<file path="src/rtl/shift_frame_ctrl.sv">
// ----------------------------------------------------------------------------
// shift_frame_ctrl
//
// Serial-to-parallel frame capture controller. A start request opens a frame.
// WIDTH serial bits are then sampled MSB-first from si, and the assembled word
// is presented on po with a po_valid/po_ready handshake. The word is held until
// the consumer accepts it. A start that arrives while an unaccepted word is
// held is dropped and recorded in the sticky overrun flag.
//
// Optional build feature (macro PARITY_CHECK_EN):
//   Adds a PARITY state that samples one extra even-parity bit after the data
//   bits. It also adds the par_err output, which flags a parity mismatch for
//   the frame currently on po. With the macro undefined the block has no
//   PARITY state and no par_err port.
//
// WIDTH legal range: 2..32.
// ----------------------------------------------------------------------------
module shift_frame_ctrl #(
    parameter int WIDTH = 4
) (
    input  logic             clk,
    input  logic             clr_n,
    input  logic             si,
    input  logic             start,
    input  logic             abort,
    input  logic             po_ready,
    output logic [WIDTH-1:0] po,
    output logic             po_valid,
    output logic             busy,
    output logic             overrun
`ifdef PARITY_CHECK_EN
    ,
    output logic             par_err
`endif
);

    // Counter wide enough to hold the values 0..WIDTH.
    localparam int                CNT_W    = $clog2(WIDTH + 1);
    localparam logic [CNT_W-1:0]  LAST_BIT = CNT_W'(WIDTH - 1);

`ifdef PARITY_CHECK_EN
    // The full data word must stay in the shift register while the parity
    // bit is sampled, so every bit of it is kept.
    localparam int SR_W = WIDTH;
`else
    // The final data bit goes straight from si into po. The register only
    // has to keep the bits sampled before it.
    localparam int SR_W = WIDTH - 1;
`endif

    // NOTE: explicit encodings keep the state codes the same whether or not
    // PARITY exists, which keeps debug dumps comparable between builds.
    typedef enum logic [1:0] {
        ST_IDLE   = 2'd0,
        ST_SHIFT  = 2'd1,
`ifdef PARITY_CHECK_EN
        ST_PARITY = 2'd2,
`endif
        ST_HOLD   = 2'd3
    } state_t;

    state_t            state_q;
    logic [CNT_W-1:0]  cnt_q;
    logic [CNT_W-1:0]  cnt_d;
    logic [SR_W-1:0]   shift_q;
    logic [WIDTH-1:0]  word_d;
    logic              last_bit;
    logic [WIDTH-1:0]  po_q;
    logic              po_valid_q;
    logic              busy_q;
    logic              overrun_q;
`ifdef PARITY_CHECK_EN
    logic              par_err_q;
`endif

    // Next-state values of the datapath for a SHIFT cycle: the new bit enters
    // at bit 0, so the first sampled bit ends up at the word's MSB.
`ifdef PARITY_CHECK_EN
    assign word_d = {shift_q[WIDTH-2:0], si};
`else
    assign word_d = {shift_q, si};
`endif
    assign cnt_d    = cnt_q + CNT_W'(1);
    assign last_bit = (cnt_q == LAST_BIT);

    // Frame control FSM together with its registered outputs. The async clear
    // forces every register to its idle value at once, so a partial frame is
    // dropped and no stale handshake survives the reset.
    always_ff @(posedge clk or negedge clr_n) begin
        if (!clr_n) begin
            state_q    <= ST_IDLE;
            cnt_q      <= '0;
            shift_q    <= '0;
            po_q       <= '0;
            po_valid_q <= 1'b0;
            busy_q     <= 1'b0;
            overrun_q  <= 1'b0;
`ifdef PARITY_CHECK_EN
            par_err_q  <= 1'b0;
`endif
        end else begin
            // NOTE: every state register here uses non-blocking assignment,
            // so all branches see the values from before this clock edge.
            unique case (state_q)
                ST_IDLE: begin
                    // si is deliberately not sampled in the start cycle.
                    if (start) begin
                        state_q <= ST_SHIFT;
                        cnt_q   <= '0;
                        busy_q  <= 1'b1;
                    end
                end

                ST_SHIFT: begin
                    // abort beats start. start is simply ignored while a
                    // frame is in progress and never counts as an overrun.
                    if (abort) begin
                        state_q <= ST_IDLE;
                        cnt_q   <= '0;
                        busy_q  <= 1'b0;
                    end else begin
                        shift_q <= word_d[SR_W-1:0];
                        cnt_q   <= cnt_d;
                        if (last_bit) begin
`ifdef PARITY_CHECK_EN
                            state_q <= ST_PARITY;
`else
                            state_q    <= ST_HOLD;
                            po_q       <= word_d;
                            po_valid_q <= 1'b1;
                            busy_q     <= 1'b0;
`endif
                        end
                    end
                end

`ifdef PARITY_CHECK_EN
                ST_PARITY: begin
                    // Even parity: data bits XOR parity bit must be 0.
                    if (abort) begin
                        state_q <= ST_IDLE;
                        cnt_q   <= '0;
                        busy_q  <= 1'b0;
                    end else begin
                        state_q    <= ST_HOLD;
                        cnt_q      <= '0;
                        po_q       <= shift_q;
                        par_err_q  <= (^shift_q) ^ si;
                        po_valid_q <= 1'b1;
                        busy_q     <= 1'b0;
                    end
                end
`endif

                ST_HOLD: begin
                    // po stays frozen until the consumer accepts it. When
                    // start comes with acceptance, the next frame begins
                    // without passing through IDLE.
                    if (po_ready) begin
                        po_valid_q <= 1'b0;
                        if (start) begin
                            state_q <= ST_SHIFT;
                            cnt_q   <= '0;
                            busy_q  <= 1'b1;
                        end else begin
                            state_q <= ST_IDLE;
                        end
                    end else if (start) begin
                        overrun_q <= 1'b1;
                    end
                end

                default: begin
                    state_q <= ST_IDLE;
                    cnt_q   <= '0;
                    busy_q  <= 1'b0;
                end
            endcase
        end
    end

    assign po       = po_q;
    assign po_valid = po_valid_q;
    assign busy     = busy_q;
    assign overrun  = overrun_q;
`ifdef PARITY_CHECK_EN
    assign par_err  = par_err_q;
`endif

endmodule

</file>
<file path="config.mk">
export PLATFORM = sky130hd
export DESIGN_NAME = shift_frame_ctrl
export DESIGN_NICKNAME = d
export VERILOG_FILES = /design/src/rtl/shift_frame_ctrl.sv
export SDC_FILE = /design/constraint.sdc
export NUM_CORES = 1
export LEC_CHECK = 0
export ABC_AREA = 1
export BUFFER_PORTS_ARGS = -buffer_cell sky130_fd_sc_hd__buf_4
export CAP_MARGIN = 20
export CORE_MARGIN = 1.5
export CORE_UTILIZATION = 56
export CTS_CLUSTER_SIZE = 8
export DETAILED_ROUTE_END_ITERATION = 12
export PLACE_DENSITY = 0.85
export SYNTH_ARGS = -nofsm -noshare
export SYNTH_HDL_FRONTEND = slang
export SYNTH_SLANG_ARGS = --single-unit
</file>
<file path="constraint.sdc">
create_clock -name clk -period 2.6 [get_ports clk]
set_input_delay 0.26 -clock clk [delete_from_list [all_inputs] [get_ports clk]]
set_output_delay 0.26 -clock clk [all_outputs]
set_load 0.005 [all_outputs]
</file>
---- Word level (Yosys, flattened, before mapping) ----
Index checks and enable logic that the tools add are counted.
Widths: inputs -> output; s select.
operators by class
  add/sub/neg operators ................... 1
  multipliers ............................. 0
  div/mod/pow operators ................... 0
  magnitude comparators ................... 0
  eq/ne operators ......................... 8
  shifts and indexed selects .............. 0
  mux-type cells .......................... 19
  bitwise logic cells ..................... 2
  reduce and logical (&&, ||, !) cells .... 8
operator list
  operator             count
  $mux 3               3
  $pmux 3 s3           1
  $reduce_and 3->1     3
  $mux 1               8
  $mux 2               4
  $ne 2x2->1 const B   4
  $pmux 2 s3           1
  $reduce_and 2->1     2
  $reduce_and 4->1     1
  $add 3x1->3 const B  1
  $eq 3x2->1 const B   1
  $ne 3x3->1 const B   1
  $pmux 1 s3           1
  $eq 2x1->1 const B   1
  $eq 2x2->1 const B   1
  $logic_not 2->1      1
  $not 1->1            2
  $pmux 1 s2           1
  $reduce_bool 2->1    1
storage, ports and cells
  register bits after elaboration ......... 15
  bits in latches ......................... 0
  memory bits (writable) .................. 0
  ROM bits ................................ 0
  output and inout port bits .............. 7
  word-level logic and storage cells ...... 45
  memories kept ........................... 0

---- Longest topological paths before layout ----
Gate-level depths: netlist (run 1).
  depth in word-level cells ............... 4
  gate-level depth with buffers ........... 8
  mapped depth without buffers ............ 8

---- Worst setup path after synthesis (run 1) ----
Ideal clock, no wire load.
  path type ............................... register to register
  start ................................... register cnt_q[0]
  end ..................................... register po_valid_q (netlist: po_valid)
  setup time .............................. 0.119 ns
  arrival time ............................ 1.140 ns
  required time ........................... 2.481 ns
  path slack .............................. 1.341 ns
  cell stages (with the launch flop) ...... 7
  period minus slack after synthesis ...... 1.259 ns
  path through ............................ dfrtp_1 ha_1 ha_1 nand3_2 clkinv_1 a21oi_1 nor2_1
on the way
  word-level cells in the longest chain between the ends .. 3
ends and longest elaborated chain
  element                            line  source
  from (decl)                        63    logic [CNT_W-1:0] cnt_q;
  from (signal assigned)             123   cnt_q <= cnt_d;
  $eq 3x2->1                         84    assign last_bit = (cnt_q == LAST_BIT);
  $ne 2x2->1 (no source line)        -
  $reduce_and 4->1 (no source line)  -
  to (signal assigned)               95    po_valid_q <= 1'b0;
  to (signal assigned)               130   po_valid_q <= 1'b1;
  to (signal assigned)               160   po_valid_q <= 1'b0;
  to (decl)                          69    logic po_valid_q;
No other way between the ends.
A chain may end at the register's enable or synchronous reset.

---- Worst setup path in the final report (run 1) ----
Same ends and word-level chain as after synthesis.

==> results of run 1 <==
## worst min-delay path: cells and delay by family
family	cells	cell delay, ns
buffers and inverters	2	0.17
AO/OA/AOI/OAI	1	0.07
## state kept, by name (all words and copies together), names as in the netlist
signal and flops:
busy 1, cnt_q 3, overrun 1, po 4, po_valid 1, shift_q 3
state_q 2
## cells in the final DEF, fill, tap and decap left out, types with 3 or more instances in the layout
cell,count
nand2_1,30
ha_1,5
inv_1,9
nor2_1,4
dfrtp_1,15
buf_4,12
clkbuf_4,3
o21ai_0,4
o21ai_1,4
## layer usage
layer  vias up  track usage (%)
met3         5             5.78
li1        298                -
met4         0             12.9
met1       251             28.1
met5         -                0
met2        13             35.8
## final cells by class
cell class	count	area, sq um
well taps	14	17.5
repair buffers	13	100
multi-input cells	58	307
fillers	89	285
inverters	12	45.0
flip-flops and latches	15	375
clock buffers	4	26.3
## path summary, 6_finish.rpt
check / cells past startpoint / startpoint / to / slack [ns]
max: 6 / cnt_q[0] / po_valid / 1.17
min: 3 / si / po[0] / 0.26
max reg2reg: 6 / cnt_q[0] / po_valid / 1.17
min reg2reg: 2 / shift_q[2] / po[3] / 0.48
max in group asynchronous: 2 / clr_n / cnt_q[1] / 2.07
min in group asynchronous: 2 / clr_n / po_valid / 0.35
## kinds of logic after synthesis
kind of cell,after synthesis
AO/OA/AOI/OAI,14
adder cells (fa/ha/maj),5
buffers and inverters,12
flip-flops,15
AND/OR/NAND/NOR,39
## power breakdown
part / switching (W) / internal, W / leakage, nW / total, W
Sequential: 0.0000501 / 0.000306 / 0.198 / 0.000357
Clock: 0.0000708 / 0.0000596 / 0.0150 / 0.000130
Combinational: 0.000163 / 0.000129 / 0.274 / 0.000293
## metrics by stage
step / worst slack (ns) / cells / utilization, % / power (W) / hold WS [ns]
after CTS: 1.17 / 116 / 75.3 / 0.000783 / 0.265
after global routing: 1.06 / 116 / 75.3 / 0.000849 / 0.276
final: 1.17 / 116 / 75.3 / 0.000780 / 0.256
after floorplan: 1.34 / 85 / - / 0.000545 / -0.0356
after detailed placement: 1.18 / 111 / 72.2 / 0.000652 / 0.121
after global placement: 1.26 / 111 / 72.2 / 0.000634 / 0.122
## repair_timing
action,CTS,global route
hold endpoints to repair,15,0
buffers inserted,0,0
hold buffers,1,0
endpoints found under the setup margin,0,0
==> results.py, run 1 <==
metrics = {
    "global_route": {
        "grtUsageTotal_pct": 22.8,
        "grt_overflow": 0,
        "grt_max_degree": 16,
        "antenna_found_initial": 0,
        "grt_pass1_wl_mm": 2.22,
        "grt_pass1_vias": 524,
    },
    "die": {
        "core-area_sq_mm": 0.00116,
        "io_pins": 13,
        "initial_utilization_pct": 62.9,
        "die_area_sq_mm": 0.00152,
        "die_height_um": 39.0,
        "row_count": 12,
        "die-width_um": 39.0,
    },
    "detailed_routing": {
        "top_layer_used": "met4",
        "drc": 0,
        "routed_wl_mm": 1.33,
        "vias": 567,
        "drt_iter0_drc": 13,
        "dr.pass1.iters": 4,
        "via_per_inst": 4.89,
        "routedWlPerCell_um": 11.5,
        "m1WireLength_um": 598,
        "met2WireLength_um": 638,
        "dr_wl_met3_um": 58,
        "antenna_left": 0,
    },
    "yosys": {
        "synthMostInstantiatedCell": "nand2_1",
        "synth_warnings": 0,
        "synth_xor_area_share_pct": 0,
        "synth-simple-area-share_pct": 22.2,
        "ys_seq_elements": 15,
        "synth-adder-area-share_pct": 8.61,
        "synth.mux.area_fraction_pct": 0,
        "ys_types": 16,
        "synth_area_leader_cell": "dfrtp_1",
        "synth.top_cell.area_share_pct": 51.6,
        "syn_nets": 96,
        "syn_inst": 85,
        "ys.flop_type": "dfrtp_1",
        "synthesis.area_sq_um": 727,
        "synth-edff-count": 0,
        "synth_compound_area_share_pct": 11.4,
        "synth_common_cells": "30 x nand2_1, 15 x dfrtp_1, 9 x inv_1",
        "synth_top_family_by_area": "simple AND/OR/NAND/NOR gates",
        "ys_seq_area_share_pct": 51.6,
        "syn-mean-instance-area_sq_um": 8.55,
        "synth-async-reset-ratio_pct": 100,
        "ys_top_cells_by_area": "dfrtp_1 52%, nand2_1 15%, ha_1 8.6%",
    },
    "cells_and_area": {
        "drive_gt1_share_pct": 21.6,
        "final_area_sq_um": 871,
        "diodes": 0,
        "area_delta_synth_final_pct": 19.8,
        "nets": 114,
    },
    "setup_path": {
        "cp.required_ns": 2.78,
        "crit_path_max_fanout": 9,
        "path_delay_family": "adder cells",
        "crit_type": "reg -> reg",
        "cp_cell_sequence": "ha_1 > ha_1 > nand3_2 > clkinv_1 > a21oi_1 > nor2_1",
        "crit_top_cell": "ha_1",
        "slowest_stage": "dfrtp_1",
        "crit_buf_inv": 1,
        "cp-start-kind": "flip-flop",
        "critPathMaxStageDelay_ns": 0.40,
        "critPathCaptureType": "flip-flop",
        "arrival_ns": 1.61,
    },
    "sta": {
        "min_period_over_period_pct": 54.9,
        "rsz0062_at_grt": "no",
        "relSlewSlack_pct": 84.7,
        "setup_viol": 0,
        "worstMarginPinSlew_ns": 0.229,
        "hold_viol": 0,
        "min_period_ns": 1.43,
        "fmax_mhz": 701,
        "timing.setup.tns_ns": 0,
        "skew_ns": 0.00737,
        "report.final.slew_viol_count": 0,
    },
    "placement": {
        "hpwl_um": 989,
        "gp_congestion": 0.705,
        "dpl_cell_area_sq_um": 835,
        "io_buffer_count": 12,
    },
    "clock_tree": {
        "path_clk_slew_ns": 0.09,
        "cts_resized": 0,
        "clockBufferDepth": 2,
        "h-tree-depth": 1,
        "insertion_delay_ns": 0.28,
        "cts-root-buf": "clkbuf_4",
        "cts_buffers": 3,
        "cts_sinks": 15,
        "cts_tree": "built",
    },
    "hold_path": {
        "hold_class": "in -> reg",
    },
    "pwr": {
        "peakVddDrop_mv": 0.567,
        "p_per_area_mw_per_mm2": 895,
        "p_leak_nw": 0.487,
    },
    "outcome": {
        "status": "finished, final reports clean",
    },
    "run": {
        "cap_viol_max_count": 0,
    },
}
Note: power is estimated with default switching activity, not from simulation.
==> inputs of run 2 (changes only) <==
- ABC_AREA: 1 -> 0
- CORE_UTILIZATION: 56 -> 52
- PLACE_DENSITY: 0.85 -> 0.8
- clock period: 2.6 -> 1.4 ns (I/O delays scaled with it)
==> run 2 against run 1 <==
- non-clock buffer count rose by 19
- the run now ends with setup timing left
- die area is 10% higher
- combinational power rose to 3.4 times the previous value
- largest cell class is now multi-input gates
- sequential power is 89% higher
- synthesized cell count fell by 22%
- flip-flop and latch count did not move
- maximum frequency decreased by 3.4%
- clock power is 100% higher
==> results.py, run 2 <==
metrics = {
    "detailed_routing": {
        "vias": 611,
        "via_per_inst": 5.27,
        "routed_wl_mm": 1.80,
        "drc": 0,
        "routedWlPerCell_um": 15.5,
        "dr.pass1.iters": 4,
        "antenna_left": 0,
        "drt_iter0_drc": 11,
    },
    "cells_and_area": {
        "finish.utilization_pct": 87.5,
        "area_delta_synth_final_pct": 53.8,
        "largest_reg_flops": 4,
        "final_common_cell": "buf_4",
        "layout_common_cells": "29 x buf_4, 14 x dfrtp_1, 10 x nand2_1",
        "diodes": 0,
        "nets": 113,
        "final_area_sq_mm": 0.00115,
        "drive_gt1_share_pct": 59.4,
    },
    "setup_path": {
        "crit_type": "reg -> reg",
        "worst-path-stages": 5,
        "crit_path_max_fanout": 5,
        "rr_worst_depth": 5,
        "path_delay_family": "compound AO/OA/AOI/OAI gates",
        "cp_cell_sequence": "inv_2 > ha_4 > and2b_1 > o41ai_4 > o31ai_4",
        "cp.required_ns": 1.57,
        "slowest_stage": "dfrtp_1",
        "crit_buf_inv": 1,
        "arrival_ns": 1.65,
        "cp-start-kind": "flip-flop",
        "critPathCaptureType": "flip-flop",
        "critPathMaxStageDelay_ns": 0.40,
    },
    "yosys": {
        "ys_seq_elements": 15,
        "ys_types": 25,
        "synth_area_leader_cell": "dfrtp_1",
        "syn-mean-instance-area_sq_um": 11.4,
        "synthesis.area_sq_um": 749,
        "ys_top_cells_by_area": "dfrtp_1 50%, ha_1 8.3%, mux2_1 7.5%",
        "synth-async-reset-ratio_pct": 100,
        "synthMostInstantiatedCell": "dfrtp_1",
        "synth_common_cells": "15 x dfrtp_1, 10 x nand2_1, 5 x ha_1, 5 x inv_1, 5 x mux2_1",
        "synth_warnings": 0,
        "syn_nets": 77,
        "ys.flop_type": "dfrtp_1",
        "synth-edff-count": 0,
        "ys_seq_area_share_pct": 50.1,
        "synth.top_cell.area_share_pct": 50.1,
        "syn_inst": 66,
    },
    "outcome": {
        "status": "complete, but fails checks",
        "failed_checks": "setup timing",
    },
    "global_route": {
        "grt_pass1_vias": 552,
        "antenna_found_initial": 0,
        "grt_pass1_wl_mm": 2.49,
        "grt_overflow": 0,
        "grtUsageTotal_pct": 24.2,
        "grt_max_degree": 16,
    },
    "clock_tree": {
        "h-tree-depth": 1,
        "cts_tree": "built",
        "cts-root-buf": "clkbuf_4",
        "cts_sinks": 15,
        "cts_buffers": 3,
        "clockBufferDepth": 2,
        "insertion_delay_ns": 0.29,
        "path_clk_slew_ns": 0.10,
    },
    "sta": {
        "min_period_over_period_pct": 106,
        "report.final.slew_viol_count": 0,
        "worstMarginPinSlew_ns": 0.307,
        "layout_setup_ws_ns": -0.0781,
        "skew_ns": 0.00494,
        "min_period_ns": 1.48,
        "fmax_mhz": 677,
        "timing.hold.ws_ns": 0.0463,
        "rsz0062_at_grt": "yes",
        "relSlewSlack_pct": 79.5,
        "setup_viol": 7,
        "timing.setup.tns_ns": -0.303,
        "hold_viol": 0,
    },
    "pwr": {
        "peakVddDrop_mv": 1.16,
        "combPwrFrac_pct": 51.2,
        "p_sw_w": 0.000668,
        "internal_power_w": 0.00125,
        "p_sw_share_pct": 34.8,
        "p_seq_share_pct": 35.2,
        "p_per_area_mw_per_mm2": 1670,
        "clkPwrFrac_pct": 13.5,
        "p_leak_nw": 0.588,
    },
    "die": {
        "core-area_sq_mm": 0.00132,
        "initial_utilization_pct": 56.9,
        "io_pins": 13,
        "die_area_sq_mm": 0.00168,
        "die_height_um": 41.0,
        "die-width_um": 41.0,
        "row_count": 13,
    },
    "hold_path": {
        "hold_class": "in -> reg",
        "holdPathStages": 3,
    },
    "placement": {
        "io_buffer_count": 12,
        "hpwl_mm": 1.10,
        "dpl_cell_area_sq_um": 927,
        "gp_congestion": 0.728,
    },
    "run": {
        "cap_viol_max_count": 0,
    },
}
run 2: cell count changes in the layout (fill, tap and decap cells not counted), sizes merged, moves of 5 or more:
| cell | delta |
|---|---|
| buf | +19 |
| inv | -6 |
| mux2 | +5 |
| nand2 | -22 |
| o21ai | -8 |
run 2: cell type report:
class	instances	area, sq um
Multi-Input combinational cell	45	460
Sequential cell	15	377
Timing Repair Buffer	32	250
Fill cell	68	165
Clock buffer	3	22.5
Inverter	5	18.8
Tap cell	15	18.8
Clock inverter	1	5.00
run 2: kinds of logic after synthesis:
family	after synthesis	share of synthesized area, %
and+or+nand+nor	23	17.0
DFF	15	50.1
AOI/OAI and AO/OA	11	11.7
buffers and inverters	6	4.01
muxes	6	8.85
adders and majority gates	5	8.35
run 2: final timing paths:
path | start | end | slack, ns
worst min register to register | overrun | overrun | 0.47
worst min-delay path | si | shift_q[0] | 0.05
worst max-delay path | state_q[1] | state_q[0] | -0.08
worst max register to register | state_q[1] | state_q[0] | -0.08
min in group asynchronous | clr_n | shift_q[1] | 0.23
max in group asynchronous | clr_n | state_q[0] | 0.98
run 2: power groups by stage:
stage | Clock (W) | Sequential, W | Combinational (W)
floorplan | 0 | 0.000655 | 0.000374
finish | 0.000260 | 0.000676 | 0.000983
global route | 0.000289 | 0.000692 | 0.00106
global placement | 0 | 0.000655 | 0.000665
detailed placement | 0 | 0.000663 | 0.000693
CTS | 0.000251 | 0.000672 | 0.000817
run 2: metal layers:
layer,up-vias,global-route usage (%),routed length (um)
li1,294,-,-
met1,296,28.0,752
met2,19,39.1,969
met3,2,8.70,62
met4,0,11.7,12
met5,-,0,0
run 2: stage by stage:
step	total power [W]	setup slack, ns	instances
2_1_floorplan	0.00103	-0.0281	66
3_3_place_gp	0.00132	-0.116	101
5_1_grt	0.00204	-0.117	116
6_report	0.00192	-0.0781	116
4_1_cts	0.00174	-0.0700	113
3_5_place_dp	0.00136	-0.116	101
run 2: worst min-delay path, delay by kind of cell:
kind / cells / cell delay, ns
and+or+nand+nor: 2 / 0.09
buffers and inverters: 1 / 0.08
run 2: timing repair:
action,in CTS,in global routing
hold buffers,1,0
gates resized for setup,16,11
endpoints found under the hold margin,15,0
buffers inserted,7,3
endpoints found under the setup margin,8,10
pin swaps,1,2
==> inputs of run 3 (changes only) <==
- MAX_ROUTING_LAYER: unset -> met4
- PLACE_DENSITY: 0.8 -> 0.73
==> run 3 against run 2 <==
- utilization fell by 2.0 points
- clock-buffer cell count up 1
- sequential share of layout area grew 0.76 points
- clock power decreased by 5%
- the flow still finishes with violations (setup timing)
==> results.py, run 3 (synthesis results as in run 2) <==
metrics = {
    "outcome": {
        "status": "complete, but fails checks",
        "failed_checks": "setup timing",
    },
    "global_route": {
        "antenna_found_initial": 0,
        "grt_overflow": 0,
        "grt_pass1_vias": 567,
        "grtUsageTotal_pct": 23.1,
        "grt_max_degree": 16,
        "grt_pass1_wl_mm": 2.35,
    },
    "die": {
        "die_area_sq_mm": 0.00168,
        "initial_utilization_pct": 56.9,
        "die_height_um": 41.0,
        "die-width_um": 41.0,
        "row_count": 13,
        "core-area_sq_mm": 0.00132,
        "io_pins": 13,
    },
    "hold_path": {
        "hold_class": "in -> reg",
        "holdCritStartpoint": "si",
    },
    "setup_path": {
        "crit_type": "reg -> reg",
        "cp-start-kind": "flip-flop",
        "critPathCaptureType": "flip-flop",
        "cp.required_ns": 1.56,
        "crit_path_max_fanout": 4,
        "slowest_stage": "dfrtp_1",
        "critPathMaxStageDelay_ns": 0.40,
        "cp_cell_sequence": "inv_2 > ha_4 > and2b_2 > o41ai_4 > o31ai_2",
        "crit_buf_inv": 1,
        "arrival_ns": 1.62,
        "timing.critical_path.from": "state_q[1]",
        "path_delay_family": "compound AO/OA/AOI/OAI gates",
        "reg2reg_from": "state_q[1]",
    },
    "cells_and_area": {
        "drive_gt1_share_pct": 57.0,
        "finish.utilization_pct": 85.5,
        "layout_common_cells": "27 x buf_4, 14 x dfrtp_1, 10 x nand2_1",
        "nets": 112,
        "diodes": 0,
        "final_common_cell": "buf_4",
        "n_fill_cell": 70,
        "area_delta_synth_final_pct": 50.3,
        "largest_reg_flops": 4,
        "multi_input_area_sq_um": 439,
        "register_area_sq_um": 377,
        "stdcell_count": 115,
    },
    "run": {
        "cap_viol_max_count": 0,
    },
    "clock_tree": {
        "cts_sinks": 15,
        "insertion_delay_ns": 0.28,
        "h-tree-depth": 1,
        "cts-root-buf": "clkbuf_4",
        "path_clk_slew_ns": 0.09,
        "cts_tree": "built",
        "clockBufferDepth": 2,
        "cts_buffers": 3,
    },
    "detailed_routing": {
        "dr.pass1.iters": 4,
        "routedWlPerCell_um": 16.3,
        "drt_iter0_drc": 8,
        "vias": 625,
        "drc": 0,
        "routed_wl_mm": 1.88,
        "antenna_left": 0,
        "via_per_inst": 5.43,
    },
    "sta": {
        "skew_ns": 0.00225,
        "hold_viol": 0,
        "min_period_over_period_pct": 104,
        "relSlewSlack_pct": 81.8,
        "report.final.slew_viol_count": 0,
        "layout_setup_ws_ns": -0.0629,
        "rsz0062_at_grt": "yes",
        "min_period_ns": 1.46,
        "worstMarginPinSlew_ns": 0.270,
        "fmax_mhz": 684,
        "setup_viol": 8,
    },
    "placement": {
        "gp_congestion": 0.706,
        "hpwl_mm": 1.08,
        "io_buffer_count": 12,
        "dp.cells": 102,
    },
    "pwr": {
        "p_leak_nw": 0.576,
        "p_per_area_mw_per_mm2": 1630,
        "power_w": 0.00184,
        "peakVddDrop_mv": 1.04,
    },
}
-- run 3: metal layers --
metal / GRT usage, % / routed length, um
met1: 25.5 / 814
met2: 36.7 / 935
met3: 7.07 / 85
met4: 12.5 / 40
met5: - / 0
-- run 3: repair_timing --
item / 4_1_cts / 5_1_grt
cloned: 0 / 0
hold buffers: 1 / 0
endpoints found under the hold margin: 15 / 0
buffers inserted: 4 / 4
pin swaps: 7 / 3
gates resized for setup: 16 / 9
endpoints found under the setup margin: 10 / 11
-- run 3: layout make-up --
type / count / area share, %
Inverter: 5 / 1.67
Timing Repair Buffer: 31 / 21.9
Tap cell: 15 / 1.67
Multi-Input combinational cell: 45 / 39.0
Sequential cell: 15 / 33.4
Clock buffer: 4 / 2.33
-- run 3: metrics by stage --
stage | setup TNS, ns | hold slack [ns] | cell area [sq um] | setup WS [ns]
after global routing | -0.736 | 0.0654 | 1130 | -0.104
final | -0.293 | 0.0612 | 1130 | -0.0629
after floorplan | -0.0492 | -0.156 | 762 | -0.0281
after CTS | -0.161 | 0.0564 | 1060 | -0.0952
after global placement | -0.755 | 0.00270 | 935 | -0.130
after detailed placement | -0.881 | 0.00451 | 935 | -0.127
-- run 3: final timing paths --
kind	slack [ns]	end	cells after the start
max reg2reg	-0.06	state_q[0]	5
min reg2reg	0.50	shift_q[2]	2
min	0.06	shift_q[0]	3
min in group asynchronous	0.24	shift_q[0]	2
max	-0.06	state_q[0]	5
max in group asynchronous	0.98	state_q[0]	2
-- run 3: power breakdown --
group	internal, W	switching, W
registers	0.000566	0.000109
clock network	0.000111	0.000137
logic	0.000530	0.000382
total	0.00121	0.000629
-- run 3: worst register-to-register path: cells and delay by family, from the launching register on --
kind	cells	cell delay [ns]
and+or+nand+nor	1	0.23
AOI/OAI and AO/OA	2	0.46
adders and majority gates	1	0.18
buffers and inverters	1	0.08
DFF	1	0.40
